[src/rtl/serial_alu_pkg.sv]
// Shared opcode constants and FSM state encoding for the slice-serial ALU.
package serial_alu_pkg;

  localparam logic [1:0] OP_AND = 2'b00;
  localparam logic [1:0] OP_OR  = 2'b01;
  localparam logic [1:0] OP_ADD = 2'b10;
  localparam logic [1:0] OP_SUB = 2'b11;

  typedef enum logic [1:0] {
    IDLE = 2'd0,
    RUN  = 2'd1,
    DONE = 2'd2
  } state_t;

  // ADD and SUB share the opcode MSB; they are the only ops that carry.
  function automatic logic is_arith(input logic [1:0] op);
    return op[1];
  endfunction

endpackage

[src/rtl/alu_slice.sv]
// Combinational SLICE-bit ALU cell: AND, OR, ADD (a+b+c), SUB (a+~b+c).
// With SERIAL_ALU_OVF_EN defined it also exports the carry into its MSB.
module alu_slice
  import serial_alu_pkg::*;
#(
  parameter int SLICE = 4
) (
  input  logic [SLICE-1:0] a,
  input  logic [SLICE-1:0] b,
  input  logic             c,
  input  logic [1:0]       aluctr,
  output logic [SLICE-1:0] d,
  output logic             e
`ifdef SERIAL_ALU_OVF_EN
  ,
  output logic             cmsb
`endif
);

  logic [SLICE-1:0] bb;
  logic [SLICE:0]   sum;

  always_comb begin
    bb  = (aluctr == OP_SUB) ? ~b : b;
    sum = {1'b0, a} + {1'b0, bb} + {{SLICE{1'b0}}, c};
    d   = '0;
    e   = 1'b0;
    case (aluctr)
      OP_AND:  d = a & b;
      OP_OR:   d = a | b;
      default: begin
        d = sum[SLICE-1:0];
        e = sum[SLICE];
      end
    endcase
  end

`ifdef SERIAL_ALU_OVF_EN
  // Sum bit is a^b^carry-in, so xoring the operands back out leaves the carry.
  assign cmsb = is_arith(aluctr) & (sum[SLICE-1] ^ a[SLICE-1] ^ bb[SLICE-1]);
`endif

endmodule

[src/rtl/serial_alu.sv]
// Slice-serial WIDTH-bit ALU, SLICE bits per clock, LSB slice first, start/busy/done.
// Define SERIAL_ALU_OVF_EN to add the signed-overflow output ovf.
module serial_alu
  import serial_alu_pkg::*;
#(
  parameter int WIDTH = 16,
  parameter int SLICE = 4
) (
  input  logic             clk,
  input  logic             rst_n,
  input  logic             start,
  input  logic [WIDTH-1:0] a,
  input  logic [WIDTH-1:0] b,
  input  logic             c,
  input  logic [1:0]       aluctr,
  output logic             busy,
  output logic             done,
  output logic [WIDTH-1:0] d,
  output logic             e
`ifdef SERIAL_ALU_OVF_EN
  ,
  output logic             ovf
`endif
);

  localparam int NSLICE = WIDTH / SLICE;
  localparam int IW     = (NSLICE > 1) ? $clog2(NSLICE) : 1;
  localparam logic [IW-1:0] LAST = IW'(NSLICE - 1);

  state_t           state, next_state;
  logic [IW-1:0]    idx;
  logic [WIDTH-1:0] a_sh, b_sh, res, res_next;
  logic [1:0]       op;
  logic             carry;
  logic [SLICE-1:0] slice_d;
  logic             slice_e;
  logic             accept;
`ifdef SERIAL_ALU_OVF_EN
  logic             slice_cmsb;
`endif

  alu_slice #(.SLICE(SLICE)) u_slice (
    .a      (a_sh[SLICE-1:0]),
    .b      (b_sh[SLICE-1:0]),
    .c      (carry),
    .aluctr (op),
    .d      (slice_d),
    .e      (slice_e)
`ifdef SERIAL_ALU_OVF_EN
    ,
    .cmsb   (slice_cmsb)
`endif
  );

  // DONE accepts a new start just like IDLE, giving back-to-back operation.
  assign accept   = start && (state != RUN);
  assign res_next = (res >> SLICE) | (WIDTH'(slice_d) << (WIDTH - SLICE));

  always_ff @(posedge clk or negedge rst_n) begin
    if (!rst_n) state <= IDLE;
    else        state <= next_state;
  end

  always_comb begin
    next_state = state;
    case (state)
      IDLE:    if (start) next_state = RUN;
      RUN:     if (idx == LAST) next_state = DONE;
      DONE:    next_state = start ? RUN : IDLE;
      default: next_state = IDLE;
    endcase
  end

  always_comb begin
    busy = (state == RUN);
    done = (state == DONE);
  end

  // Operands shift right so the slice always sees the low bits; results enter from the top.
  always_ff @(posedge clk or negedge rst_n) begin
    if (!rst_n) begin
      a_sh  <= '0;
      b_sh  <= '0;
      res   <= '0;
      op    <= OP_AND;
      carry <= 1'b0;
      idx   <= '0;
      d     <= '0;
      e     <= 1'b0;
`ifdef SERIAL_ALU_OVF_EN
      ovf   <= 1'b0;
`endif
    end else if (accept) begin
      a_sh  <= a;
      b_sh  <= b;
      op    <= aluctr;
      carry <= is_arith(aluctr) ? c : 1'b0;
      idx   <= '0;
    end else if (state == RUN) begin
      a_sh  <= a_sh >> SLICE;
      b_sh  <= b_sh >> SLICE;
      res   <= res_next;
      carry <= slice_e;
      idx   <= idx + IW'(1);
      if (idx == LAST) begin
        d   <= res_next;
        e   <= slice_e;
`ifdef SERIAL_ALU_OVF_EN
        ovf <= slice_cmsb ^ slice_e;
`endif
      end
    end
  end

endmodule

[config.mk]
export PLATFORM = sky130hd
export DESIGN_NAME = serial_alu
export DESIGN_NICKNAME = d
export VERILOG_FILES = /design/src/rtl/serial_alu_pkg.sv /design/src/rtl/alu_slice.sv /design/src/rtl/serial_alu.sv
export SDC_FILE = /design/constraint.sdc
export NUM_CORES = 1
export LEC_CHECK = 0
export ABC_AREA = 1
export BUFFER_PORTS_ARGS = -buffer_cell sky130_fd_sc_hd__buf_2
export CAP_MARGIN = 20
export CORE_ASPECT_RATIO = 1.1
export CORE_MARGIN = 10
export CORE_UTILIZATION = 49
export DETAILED_ROUTE_END_ITERATION = 7
export PLACE_DENSITY = 0.75
export SLEW_MARGIN = 20
export SYNTH_ARGS = -nofsm -noshare
export SYNTH_HDL_FRONTEND = slang
export SYNTH_SLANG_ARGS = --single-unit
[constraint.sdc]
create_clock -name clk -period 2.2 [get_ports clk]
set_input_delay 0.33 -clock clk [delete_from_list [all_inputs] [get_ports clk]]
set_output_delay 0.33 -clock clk [all_outputs]
set_load 0.02 [all_outputs]
==> results of run 1 <==
synth_stat cells, drive strengths merged:
master	n	share of area [%]
dfrtp	68	56
a21oi	5	0.83
inv	34	4.3
o221ai	5	1.4
o21ai	36	6.3
o22ai	1	0.21
ha	4	1.7
o21bai	1	0.25
o211ai	11	2.7
nand2	118	15
fa	2	1.3
xnor2	1	0.29
and2	1	0.21
xor2	3	0.87
buf	12	3.1
nand3	18	3.0
clkbuf	1	0.12
nor2	5	0.70
a22o	3	0.87
sequential cells by signal, indices dropped and copies added, names as in the netlist:
| signal | cells |
|---|---|
| op | 2 |
| a_sh | 16 |
| d | 16 |
| state | 2 |
| res | 12 |
| idx | 2 |
| carry | 1 |
| b_sh | 16 |
| e | 1 |
layer usage:
layer	wire [um]	track usage, %
met5	0	0
met1	2870	17.3
met4	146	7.49
met3	492	4.69
met2	3120	23.9
worst max-delay path, stage by stage (launching register included):
cell and delay (ns):
dfrtp_1 0.38, nand2_1 0.09, xor2_1 0.16, fa_1 0.43, fa_1 0.42, a21oi_1 0.17, o21ai_0 0.11, nand3_1 0.10
nand2_1 0.05, o21ai_0 0.06
worst min-delay path by stage:
stage,slack (ns),from,end,cells past startpoint
after global placement,0.37,rst_n,d[1]$_DFFE_PN0P_,2
after global routing,0.02,rst_n,d[1]$_DFFE_PN0P_,2
after floorplan,0.03,rst_n,a_sh[0]$_DFFE_PN0P_,0
final,-0.002,rst_n,d[1]$_DFFE_PN0P_,2
after detailed placement,0.38,rst_n,d[1]$_DFFE_PN0P_,2
after CTS,0.01,rst_n,d[7]$_DFFE_PN0P_,2
placed cells by master (no fill, tap or decap), drive strengths merged:
master  count
a22o        3
nand2     118
bufinv      1
o211ai     11
nor2        5
xor2        3
inv        34
fa          2
ha          4
o221ai      5
a21oi       5
xnor2       1
clkinv      4
o21ai      36
clkbuf     10
o22ai       1
buf        62
nand3      18
and2        1
o21bai      1
dfrtp      68
metrics by stage:
stage	std cells	worst slack (ns)	util (%)	hold slack, ns
2_1_floorplan	329	0.151	-	0.0344
3_3_place_gp	455	0.208	57.2	0.374
3_5_place_dp	455	0.193	57.2	0.377
4_1_cts	470	0.175	60.2	0.0101
5_1_grt	470	0.00135	60.2	0.0250
6_report	470	0.148	60.2	-0.00214
layout make-up:
class / count / area [um2] / area share, %
Tap cell: 77 / 96.3 / 2.72
Inverter: 34 / 130 / 3.67
Timing Repair Buffer: 62 / 338 / 9.54
Clock buffer: 10 / 128 / 3.60
Multi-Input combinational cell: 214 / 1090 / 30.9
Sequential cell: 68 / 1700 / 48.1
Clock inverter: 5 / 53.8 / 1.52
kinds of logic (layout without fill, tap and decap cells):
family | Yosys count | after routing
AO/OA/AOI/OAI | 62 | 62
XOR/XNOR | 4 | 4
adder cells (fa/ha/maj) | 6 | 6
buffers and inverters | 47 | 111
AND/OR/NAND/NOR | 142 | 142
flip-flops | 68 | 68
power groups by stage:
stage               sequential (mW)  combinational, mW  clock [mW]
floorplan                      2.18               1.52           0
global placement               2.05               2.14           0
detailed placement             2.08               2.23           0
CTS                            2.06               2.24       0.981
global route                   2.13               2.55        1.03
finish                         2.06               2.21       0.962
==> impl_metrics.yaml, run 1 <==
placed_design:
  gp_congestion: 0.944
  portBuffers: 56
  placed_cell_area_um2: 3360
  dp_hpwl_um: 4750
drt:
  vias: 2351
  ant_nets: 0
  dr.pass1.iters: 4
  drt_iter0_drc: 126
  remaining_drc_errors: 0
  route.final.wire_length_um: 6630
  avgRoutedWirePerCell_um: 14.1
  vias_per_cell: 5.00
timing:
  finalCritPeriodShare_pct: 93.3
  finClkSkew_ns: 0.00715
  fin_hold_ws_ns: -0.00214
  drv_slew: 0
  finalSetupTns_ns: 0
  hold_viol_final: 2
  period_minus_slack_ns: 2.05
  slew_headroom_pct: 62.0
  rsz0062_at_grt: "false"
  fmax_mhz: 487
  setup_viol: 0
  worst_slew_pin_slew_ns: 0.569
worst_setup_path:
  worstSetupEndpoint: "res[14]$_DFFE_PN0P_"
  r2r_start: "op[0]$_DFFE_PN0P_"
  r2r_cells: 9
  r2r-end: "res[14]$_DFFE_PN0P_"
  cp_max_fo: 3
  cp-end-kind: "flip-flop"
  crit_path_start: "op[0]$_DFFE_PN0P_"
  r2r_setup_slack_ns: 0.15
  cp.required_ns: 2.46
  startpoint_type: "flip-flop"
  path_class: "flip-flop to flip-flop"
  arrival_ns: 2.31
die:
  core_um2: 5880
  chipWidth_um: 94.9
  num_io_pins: 57
  dieHeight_um: 102
  die_area_um2: 9720
  rows: 29
  start_util_pct: 51.4
clock_network:
  root_buffer: "clkbuf_8"
  hold_buffers: 0
  clk_pin_slew_ns: 0.07
  cts_made_buffers: 9
  clock_path_buffers: 2
  cts_tree: "built"
  htreeDepth: 3
  cts_repair_resize_count: 0
  cts_setup_buffers: 0
  clock_latency_ns: 0.34
  cts.sinks: 68
power:
  p_leak_nw: 1.81
  p_total_mw: 5.23
  combinationalPowerShare_pct: 42.3
  intPower_mw: 3.06
  power.switching_mw: 2.17
  ir_drop_v: 0.000628
  seqPwrFrac_pct: 39.4
  switching_share_pct: 41.4
  power.clock.fraction_pct: 18.4
  power.density_nw_per_um2: 1480
grt:
  grt_pass1_wl_um: 11400
  grt_overflow: 0
  grt_start_max_net_pins: 69
  grt_usage_pct: 14.8
  grt_pass1_vias: 2447
  antenna_found_initial: 0
synthesis:
  synth_compound_gate_area_share_pct: 12.7
  syn_area_per_cell_um2: 9.19
  synthDistinctLibCells: 28
  synthAdderAreaFrac_pct: 2.98
  synth_area_um2: 3020
  synth_top_family_by_area: "simple AND/OR/NAND/NOR gates"
  synthXorXnorAreaFrac_pct: 1.16
  synth_simple_gate_area_share_pct: 19.4
  synth_warnings: 0
  synth_cells: 329
  syn-num-nets: 373
  yosysSeqAreaShare_pct: 56.3
  synthMuxAreaShare_pct: 0
  ys_seq_elements: 68
layout:
  antenna_cells: 0
  nFillCells: 535
  fin_area_um2: 3540
  syn_to_final_growth_pct: 17.1
  drive_above_1_share_pct: 22.4
  fin_nets: 433
worst_hold_path:
  min_path_type: "input port to async pin"
run:
  cap_violations: 0
status:
  outcome: "complete, but fails checks"
  violations: "hold timing"
Power figures use the tool's default switching activity.
==> run 2, diff against run 1 <==
- ABC_AREA: 1 -> default
- CORE_UTILIZATION: 49 -> 50
- PLACE_DENSITY: 0.75 -> 0.76
==> run 2 against run 1 <==
Compared with the run above:
- the run now ends clean
- utilization increased by 1.5 points
- sequential power increased by 3%
- die area decreased by 0.40%
- highest routed layer unchanged
==> impl_metrics.yaml, run 2 <==
placed_design:
  gp_congestion: 0.775
  dp_hpwl_um: 4470
  portBuffers: 56
  dp_cells: 404
  placed_cell_area_um2: 3420
synthesis:
  ys_seq_elements: 68
  synthArstFlopShare_pct: 100
  synth_top_cell_by_area: "dfrtp_1"
  synth.top_cell.area_share_pct: 55.4
  synthFlopType: "dfrtp_1"
  syn_area_per_cell_um2: 11.0
  synth_edf_count: 0
  synth_warnings: 0
  synth_common_cells: "dfrtp_1, nand2_1, o21ai_0, mux2i_1, nor2_1"
  yosysSeqAreaShare_pct: 55.4
  syn-num-nets: 324
  synthDistinctLibCells: 28
  synth_cells: 280
  synth_area_um2: 3070
  yosysMostFrequentCell: "dfrtp_1"
  yosys-top-cells-area: "dfrtp_1, mux2i_1, nand2_1"
worst_setup_path:
  cp-end-kind: "flip-flop"
  cp_slowest_cell: "fa_1"
  startpoint_type: "flip-flop"
  worstPathCellList: "nand2_1 -> xnor2_1 -> fa_1 -> fa_1 -> a21oi_1 -> nor2b_1 -> o21ai_1 -> o21ai_0"
  arrival_ns: 2.21
  path_common_cell: "fa_1"
  path_class: "flip-flop to flip-flop"
  cp_max_fo: 2
  cp_slowest_stage_delay_ns: 0.42
  cp.required_ns: 2.41
layout:
  mostFrequentLayoutCell: "dfrtp_1"
  top_regs: "a_sh (16), b_sh (16), d (16)"
  syn_to_final_growth_pct: 18.2
  stdcell_count: 419
  antenna_cells: 0
  nFillCells: 516
  fin_area_um2: 3630
  final_cell_mix: "dfrtp_1, nand2_1, buf_2"
  drive_above_1_share_pct: 27.8
  fin_nets: 382
power:
  p_total_mw: 5.35
  p_leak_nw: 1.88
  power.density_nw_per_um2: 1470
  ir_drop_v: 0.000818
timing:
  drv_slew: 0
  fin_hold_ws_ns: 0.00378
  finalSetupTns_ns: 0
  slew_headroom_pct: 56.2
  setup_viol: 0
  period_minus_slack_ns: 2.00
  finClkSkew_ns: 0.00603
  fmax_mhz: 501
  rsz0062_at_grt: "false"
  worst_slew_pin_slew_ns: 0.657
  finalCritPeriodShare_pct: 90.8
  hold_viol_final: 0
drt:
  avgRoutedWirePerCell_um: 14.5
  dr.pass1.iters: 4
  ant_nets: 0
  vias_per_cell: 5.09
  remaining_drc_errors: 0
  drt_iter0_drc: 87
  route.final.wire_length_um: 6080
  vias: 2132
die:
  dieHeight_um: 102
  core_um2: 5880
  start_util_pct: 52.2
  rows: 29
  num_io_pins: 57
  die_area_um2: 9680
  chipWidth_um: 94.7
clock_network:
  cts_setup_buffers: 0
  clock_latency_ns: 0.34
  cts.sinks: 68
  cts_tree: "built"
  htreeDepth: 3
  cts_made_buffers: 9
  clock_path_buffers: 2
  clk_pin_slew_ns: 0.07
  root_buffer: "clkbuf_8"
status:
  outcome: "finished, final reports clean"
run:
  cap_violations: 0
grt:
  antenna_found_initial: 0
  grt_start_max_net_pins: 49
  grt_pass1_vias: 2289
  grt_usage_pct: 13.7
  grt_overflow: 0
  grt_pass1_wl_um: 10500
worst_hold_path:
  min_path_type: "input port to async pin"
[run 2: changes by cell type in the layout (fill, tap and decap cells not counted), sizes merged, moves of 5 or more]
cell,before,now
nand2,118,60
o211ai,11,0
o221ai,5,0
inv,34,2
nor2,5,14
mux2i,0,32
mux2,0,14
a21oi,5,11
nand3,18,2
[run 2: area by class of cell]
class	count	area [um2]	share of cell area, %
multi-input cells	192	1260	34.6
clock buffers	10	128	3.52
inverters	3	16.3	0.448
clock inverters	5	77.6	2.14
well taps	77	96.3	2.65
flip-flops and latches	68	1700	46.9
repair buffers	64	353	9.72
[run 2: layer usage]
metal	vias up	track usage, %	wire length [um]
li1	1063	-	-
met1	994	15.8	2570
met2	60	21.1	2790
met3	15	5.65	528
met4	0	7.95	183
met5	-	0	0
[run 2: path summary, 6_finish.rpt]
kind / startpoint / end / cells after the start / slack (ns)
setup / recovery: op[1]$_DFFE_PN0P_ / e$_DFFE_PN0P_ / 8 / 0.20
hold / removal: rst_n / d[14]$_DFFE_PN0P_ / 2 / 0.004
setup reg to reg: op[1]$_DFFE_PN0P_ / e$_DFFE_PN0P_ / 8 / 0.20
hold reg to reg: res[4]$_DFFE_PN0P_ / res[4]$_DFFE_PN0P_ / 2 / 0.48
max in group asynchronous: rst_n / a_sh[4]$_DFFE_PN0P_ / 2 / 1.78
min in group clk: a[15] / a_sh[15]$_DFFE_PN0P_ / 3 / 0.23
[run 2: worst max-delay path, delay by kind of cell, from the launching register on]
kind,cells,cell delay [ns]
simple gates,2,0.14
fa+ha+maj,2,0.83
flops,1,0.35
compound gates,3,0.42
xor+xnor,1,0.14
[run 2: metrics by stage]
stage | utilization (%) | setup WS, ns
floorplan | - | 0.0398
global placement | 58.3 | 0.207
detailed placement | 58.3 | 0.155
CTS | 61.7 | 0.146
global route | 61.7 | 0.0623
finish | 61.7 | 0.203
[run 2: where the power goes]
group | switching (mW) | total, mW | leakage [nW] | internal (mW)
logic | 1.24 | 2.15 | 0.906 | 0.913
registers | 0.343 | 2.12 | 0.868 | 1.78
clock network | 0.448 | 1.08 | 0.102 | 0.628
[run 2: logic make-up (layout without fill, tap and decap cells)]
kind of cell             count (synthesis)  after routing  share of synthesized area (%)
multiplexers                            46             46                           16.9
XOR/XNOR                                 5              5                           1.43
adder cells (fa/ha/maj)                  6              6                           2.93
buffers and inverters                   20             82                           3.63
AND/OR/NAND/NOR                         85             85                           11.3
flip-flops                              68             68                           55.4
AO/OA/AOI/OAI                           50             50                           8.35
[run 2: timing repair]
item / CTS / global route
setup endpoints to repair: 0 / 2
hold buffers: 0 / 0
gates resized for setup: 0 / 1
==> run 3, diff against run 2 <==
- CORE_MARGIN: 10 -> 8
- CTS_BUF_LIST: default -> sky130_fd_sc_hd__clkbuf_8
==> run 3 against run 2 <==
Compared with the run above:
- the run now ends with hold timing left
- critical path type unchanged
- utilization fell by 1.3 points
- register-to-register slack barely moved
- total power rose by 0.31%
- clock skew rose by 0.0031 ns
- worst hold slack got worse by 0.0092 ns
- critical endpoint unchanged
- non-clock buffer count rose by 1
- setup slack got worse by 0.00060 ns
==> impl_metrics.yaml, run 3 (synthesis gave the netlist of run 2 again) <==
worst_setup_path:
  path_class: "flip-flop to flip-flop"
  startpoint_type: "flip-flop"
  r2r_cells: 7
  r2r_setup_slack_ns: 0.20
  cp-end-kind: "flip-flop"
  arrival_ns: 2.21
  cp_max_fo: 3
  cp.required_ns: 2.41
timing:
  worst_slew_pin_slew_ns: 0.509
  setup_viol: 0
  finClkSkew_ns: 0.00914
  drv_slew: 0
  rsz0062_at_grt: "false"
  fmax_mhz: 501
  period_minus_slack_ns: 2.00
  hold_viol_final: 5
  finalCritPeriodShare_pct: 90.8
  setup_slack_ns: 0.202
  finalSetupTns_ns: 0
  slew_headroom_pct: 66.1
  fin_hold_ws_ns: -0.00544
layout:
  multi_input_area_um2: 1260
  drive_above_1_share_pct: 28.0
  fin_nets: 383
  antenna_cells: 0
  top_regs: "a_sh (16), b_sh (16), d (16)"
  fin_area_um2: 3650
  stdcell_count: 423
  ff_latch_area_um2: 1700
  final_util_pct: 60.5
  syn_to_final_growth_pct: 19.0
  final_cell_mix: "dfrtp_1, nand2_1, buf_2"
  mostFrequentLayoutCell: "dfrtp_1"
  nFillCells: 511
clock_network:
  clock_path_buffers: 2
  cts.sinks: 68
  clk_pin_slew_ns: 0.07
  root_buffer: "clkbuf_8"
  cts_tree: "built"
  clock_latency_ns: 0.34
  hold_buffers: 0
  htreeDepth: 3
  cts_made_buffers: 9
  cts_setup_buffers: 0
placed_design:
  placed_cell_area_um2: 3450
  dp_slack_ns: 0.153
  gp_congestion: 0.809
  portBuffers: 56
  dp_cells: 408
  dp_hpwl_um: 4270
power:
  power.density_nw_per_um2: 1470
  ir_drop_v: 0.000731
  p_leak_nw: 1.89
  p_total_mw: 5.37
drt:
  remaining_drc_errors: 0
  drt_iter0_drc: 67
  ant_nets: 0
  vias_per_cell: 5.07
  dr.pass1.iters: 4
  vias: 2146
  route.final.wire_length_um: 5970
  avgRoutedWirePerCell_um: 14.1
die:
  start_util_pct: 50.8
  dieHeight_um: 98.2
  core_um2: 6040
  die_area_um2: 8910
  chipWidth_um: 90.7
  num_io_pins: 57
  rows: 30
status:
  violations: "hold timing"
  outcome: "complete, but fails checks"
grt:
  grt_overflow: 0
  grt_pass1_vias: 2228
  grt_pass1_wl_um: 10400
  grt_usage_pct: 14.1
  grt_start_max_net_pins: 69
  antenna_found_initial: 0
worst_hold_path:
  min_path_type: "input port to async pin"
run:
  cap_violations: 0
## run 3: cell types whose count changed in the layout (fill, tap and decap cells not counted)
cell	before	now
inv_1	1	2
clkbuf_1	1	0
buf_12	1	2
## run 3: critical path: stages (launching register included)
cell     delay, ns
dfrtp_1       0.42
xnor2_1       0.16
fa_1          0.42
fa_1          0.42
a21oi_1       0.17
nor2b_1       0.06
o21ai_1       0.14
o21ai_0       0.09
## run 3: final timing paths
check                                     from                    to
hold / removal                           rst_n   res[14]$_DFFE_PN0P_
min in group clk                         a[12]  a_sh[12]$_DFFE_PN0P_
hold reg to reg             res[4]$_DFFE_PN0P_    res[4]$_DFFE_PN0P_
setup / recovery           b_sh[0]$_DFFE_PN0P_         e$_DFFE_PN0P_
max in group asynchronous                rst_n   a_sh[9]$_DFFE_PN0P_
setup reg to reg           b_sh[0]$_DFFE_PN0P_         e$_DFFE_PN0P_
## run 3: layout make-up
type	count	share of cell area (%)
well taps	80	2.74
inverters	3	0.445
multi-input cells	192	34.4
repair buffers	65	10.2
clock buffers	9	3.39
flip-flops and latches	68	46.6
clock inverters	6	2.23
## run 3: layer usage
| layer | global-route usage, % | vias up | wire length [um] |
|---|---|---|---|
| met2 | 21.7 | 55 | 2790 |
| met1 | 17.8 | 1018 | 2670 |
| met3 | 5.14 | 9 | 440 |
| met5 | 0 | - | 0 |
| met4 | 5.00 | 0 | 72 |
| li1 | - | 1064 | - |
## run 3: where the power goes
group          internal [mW]  total [mW]  switching (mW)
Sequential              1.78        2.13           0.344
Clock                  0.624        1.07           0.451
Combinational          0.927        2.17            1.24
Total                   3.33        5.37            2.04
## run 3: timing repair
action,CTS,global route
resized for setup,0,1
setup endpoints to repair,0,1
endpoints found under the hold margin,0,0
